$ cat src/rtl/seq_detector_if.sv
// seq_detector_if: serial input qualifiers and detection results for seq_detector
interface seq_detector_if #(parameter int CNT_W = 8);
  logic din_valid;
  logic din;
  logic clear;
  logic match;
  logic [CNT_W-1:0] match_count;
  logic saturated;
  logic fill_ready;
  modport master(output din_valid, din, clear, input match, match_count, saturated, fill_ready);
  modport slave(input din_valid, din, clear, output match, match_count, saturated, fill_ready);
endinterface

$ cat src/rtl/seq_detector.sv
// seq_detector: overlapping serial pattern detector with saturating match counter
module seq_detector #(
  parameter int PATTERN_W = 4,
  parameter logic [PATTERN_W-1:0] PATTERN = 4'b1011,
  parameter int CNT_W = 8
) (
  input logic clk,
  input logic rst,
  seq_detector_if.slave bus
);
  localparam int FW = $clog2(PATTERN_W + 1);
  localparam logic [FW-1:0] FULL = FW'(PATTERN_W);
  logic [PATTERN_W-1:0] history, hist_nx;
  logic [FW-1:0] fill, fill_nx;
  logic [CNT_W-1:0] cnt;
  logic hit, match, sat, fill_ready;
  // Candidate shift/fill for a valid bit; the fill guard keeps the zeroed history from matching early
  always_comb begin
    hist_nx = {history[PATTERN_W-2:0], bus.din};
    fill_nx = fill == FULL ? fill : fill + 1'b1;
    hit = bus.din_valid && hist_nx == PATTERN && fill_nx == FULL;
  end
  // State update: clear outranks sampling, gaps hold history and fill untouched
  always_ff @(posedge clk or negedge rst)
    if (!rst) begin
      history <= '0;
      fill <= '0;
      fill_ready <= 1'b0;
      match <= 1'b0;
      cnt <= '0;
      sat <= 1'b0;
    end else if (bus.clear) begin
      history <= '0;
      fill <= '0;
      fill_ready <= 1'b0;
      match <= 1'b0;
      cnt <= '0;
      sat <= 1'b0;
    end else begin
      match <= hit;
      if (bus.din_valid) begin
        history <= hist_nx;
        fill <= fill_nx;
        fill_ready <= fill_nx == FULL;
      end
      if (hit) begin
        cnt <= &cnt ? cnt : cnt + 1'b1;
        sat <= sat | &cnt;
      end
    end
  assign bus.match = match;
  assign bus.match_count = cnt;
  assign bus.saturated = sat;
  assign bus.fill_ready = fill_ready;
endmodule
$ cat src/flat_wrapper.sv
// flat-port wrapper written by rule: the top's interface ports become plain ports
module seq_detector_flat 
#(
  parameter int PATTERN_W = 4,
  parameter logic [PATTERN_W-1:0] PATTERN = 4'b1011,
  parameter int CNT_W = 8
)
  (clk, rst, bus_din_valid, bus_din, bus_clear, bus_match, bus_match_count, bus_saturated, bus_fill_ready);
  seq_detector_if #(.CNT_W(CNT_W)) bus_i ();
  input logic clk;
  input logic rst;
  input wire logic [$bits(bus_i.din_valid)-1:0] bus_din_valid;
  input wire logic [$bits(bus_i.din)-1:0] bus_din;
  input wire logic [$bits(bus_i.clear)-1:0] bus_clear;
  output wire logic [$bits(bus_i.match)-1:0] bus_match;
  output wire logic [$bits(bus_i.match_count)-1:0] bus_match_count;
  output wire logic [$bits(bus_i.saturated)-1:0] bus_saturated;
  output wire logic [$bits(bus_i.fill_ready)-1:0] bus_fill_ready;
  assign bus_i.din_valid = bus_din_valid;
  assign bus_i.din = bus_din;
  assign bus_i.clear = bus_clear;
  assign bus_match = bus_i.match;
  assign bus_match_count = bus_i.match_count;
  assign bus_saturated = bus_i.saturated;
  assign bus_fill_ready = bus_i.fill_ready;
  seq_detector #(.PATTERN_W(PATTERN_W), .PATTERN(PATTERN), .CNT_W(CNT_W)) u_core (.clk(clk), .rst(rst), .bus(bus_i));
endmodule
$ cat config.mk
export PLATFORM = sky130hd
export DESIGN_NAME = seq_detector_flat
export DESIGN_NICKNAME = d
export VERILOG_FILES = /design/src/rtl/seq_detector_if.sv /design/src/rtl/seq_detector.sv /design/src/flat_wrapper.sv
export SDC_FILE = /design/constraint.sdc
export NUM_CORES = 1
export LEC_CHECK = 0
export CAP_MARGIN = 0
export CELL_PAD_IN_SITES_DETAIL_PLACEMENT = 1
export CELL_PAD_IN_SITES_GLOBAL_PLACEMENT = 1
export CORE_ASPECT_RATIO = 0.5
export CORE_MARGIN = 4
export CORE_UTILIZATION = 30
export DETAILED_ROUTE_END_ITERATION = 12
export PLACE_DENSITY_LB_ADDON = 0.1
export SLEW_MARGIN = 20
export SYNTH_ARGS = -nofsm -noshare
export SYNTH_HDL_FRONTEND = slang
export SYNTH_SLANG_ARGS = --single-unit
$ cat constraint.sdc
create_clock -name clk -period 3.7 [get_ports clk]
set_input_delay 1.11 -clock clk [delete_from_list [all_inputs] [get_ports clk]]
set_output_delay 1.11 -clock clk [all_outputs]
set_load 0.05 [all_outputs]
==> flow_summary.toml <==
[job]
drv_cap = 0

[grt]
grt_usage_pct = 11.93
grt_pass1_vias = 724
grt_max_degree = 21
antenna_found_initial = 0
grt_pass1_wl_microns = 3622
overflow = 0

[drt]
drt_wl_total_microns = 2135
drtAntennaViolNets = 0
drc = 0
drtPass1Iterations = 4
wl_per_cell_microns = 14.83
vias = 740
viasPerCell = 5.139
detail_route.iter0.violations = 14

[sta]
tns_ns = 0
hold_viol = 0
period_needed_ns = 2.808
worst_slack_ns = 0.8925
maxSlewViolCount = 0
maxSlewHeadroom_pct = 44.01
clock_skew_ns = 0.0003839
rsz0062_at_grt = "false"
worst-slew-pin-transition_ns = 0.8362
setup_viol = 0
fin_crit_sh_pct = 75.88
max_freq_ghz = 0.3562

[outcome]
status = "completed"

[setup_path]
timing.rr.start = "u_core.fill[0]"
cp_max_fo = 13
critPathKind = "input port to flop"
startpoint = "bus_din_valid"
start_kind = "input port"
required_ns = 3.83
endpoint_kind = "flop"
critPathArrivalTime_ns = 2.94

[power]
clkPwrFrac_pct = 37.5
powerDensity_nw_per_um2 = 323.4
cell_internal_pwr_uw = 281.1
ir_drop_uv = 137.1
p_comb_share_pct = 10.1
p_sw_share_pct = 23.75
leakage_uw = 0.0004626
p_sw_uw = 87.53
seqPwrFrac_pct = 52.3

[cts]
hold_buffers = 0
clk_latency_ns = 0.25
clockBufferDepth = 2
cts_sinks = 17
cts_resized = 0
cts_root_buf = "clkbuf_8"
path_clk_slew_ns = 0.07
post_cts_buffers = 0
htree_levels = 1
cts_made_buffers = 3
cts_tree = "yes"

[synthesis]
yosys_warnings = 0
synth.distinct_cells = 28
synth_fp_nets = 100
synth_area_sq_um = 919.6
syn_inst = 92
ys_ff_latch = 17
synth_seq_area_share_pct = 46.26
avgSynthCellArea_sq_um = 9.996

[floorplan]
die_y_microns = 47.15
core-area_sq_um = 2749
initial_core_util_pct = 33.45
io_pins = 16
die_area_sq_um = 4069
rows = 13
die_width_microns = 86.30

[min_path]
hold_path_startpoint = "u_core.history[2]"
hold_path.class = "flop to flop"

[cells_and_area]
diodes = 0
nNetsFinal = 116
drive_gt1_share_pct = 7.477
fillers = 312
final_common_cell = "dfrtp_1"
layout_common_cells = "dfrtp_1 (17), clkdlybuf4s50_1 (15), nor2_1 (9)"
final_area_sq_um = 1140
area_growth_pct = 23.95
fin_cells = 144

[placed_design]
io_buffers = 15
place_area_sq_um = 1095
hpwl_microns = 1566
dp.cells = 140
gp_congestion = 0.7393
place_ws_ns = 0.6384
==> power by group through the flow <==
stage / clock network (uW) / registers (uW) / logic [uW]
floorplan: 0 / 196 / 23.4
global placement: 0 / 196 / 35.1
detailed placement: 0 / 196 / 38.4
CTS: 146 / 193 / 38.5
global route: 157 / 193 / 42.7
finish: 138 / 193 / 37.3
==> routing by layer <==
| metal | track usage (%) | part of all wire (%) | vias to the layer above |
|---|---|---|---|
| met5 | 0 | 0 | - |
| met3 | 4.729 | 5.5 | 2 |
| met2 | 19.91 | 45 | 12 |
| met4 | 0.9317 | 0.28 | 0 |
| met1 | 15.63 | 49 | 366 |
| li1 | - | - | 360 |
==> stage by stage <==
step	util [%]	hold slack, ns	total power (uW)
finish	41.47	0.5407	368.6
global route	41.47	0.5939	393.5
CTS	41.47	0.5488	377.2
detailed placement	39.83	0.5335	234.7
global placement	39.83	0.4947	230.9
floorplan	-	0.4786	219.1
==> synthesized netlist by cell type, drive strengths merged <==
cell,number,area [sq um]
dfrtp,17,425.4
o31ai,3,22.52
ha,3,37.54
o211ai,1,7.510
buf,3,21.27
nand4,3,18.77
nor2,9,33.78
nor2b,4,25.02
mux2i,4,40.04
or4,3,22.52
nand3,3,15.01
a31o,1,17.52
and4b,2,20.02
mux2,3,33.78
o21ai,2,10.01
a21oi,8,40.04
inv,4,15.01
or3,1,6.260
o41a,1,11.26
nand2,3,11.26
nor3,4,20.02
xnor2,1,8.760
nand2b,3,18.77
nor4,1,6.260
or3b,2,17.52
and2,1,6.260
clkbuf,2,7.510
==> registers in the layout (all words and copies together) (netlist names) <==
| name | flops |
|---|---|
| u_core.bus.fill_ready | 1 |
| u_core.bus.match | 1 |
| u_core.bus.match_count | 8 |
| u_core.bus.saturated | 1 |
| u_core.fill | 3 |
| u_core.history | 3 |
==> worst paths after layout <==
kind	to	slack (ns)	depth (start not counted)
max	u_core.bus.match_count[7]	0.89	5
min	u_core.history[2]	0.54	2
max reg2reg	u_core.bus.match_count[7]	1.39	6
min reg2reg	u_core.history[2]	0.54	2
max in group asynchronous	u_core.bus.match_count[5]	1.88	1
min in group asynchronous	u_core.history[1]	1.33	1
==> worst max-delay path, stage by stage <==
cell	delay, ns
clkdlybuf4s50_1	0.47
nor2b_1	0.22
o211ai_1	0.37
nor4_1	0.40
mux2_2	0.37
==> area by class of cell <==
cell class              instances  area, sq um  area share (%)
flip-flops and latches         17        425.4           37.32
inverters                       4        15.01           1.317
well taps                      37        46.29           4.061
repair buffers                 16        157.7           13.83
clock buffers                   4        45.04           3.952
multi-input cells              66        450.4           39.52
==> kinds of logic (layout without fill, tap and decap cells) <==
logic type	Yosys count	after routing	synth area share, %
xor gates and xnor gates	1	1	0.9526
muxes	7	7	8.027
AOI/OAI and AO/OA	16	16	11.84
adders and majority gates	3	3	4.082
buffers and inverters	9	24	4.762
and+or+nand+nor	39	39	24.08
DFF	17	17	46.26
Note: power is estimated with default switching activity, not from simulation.
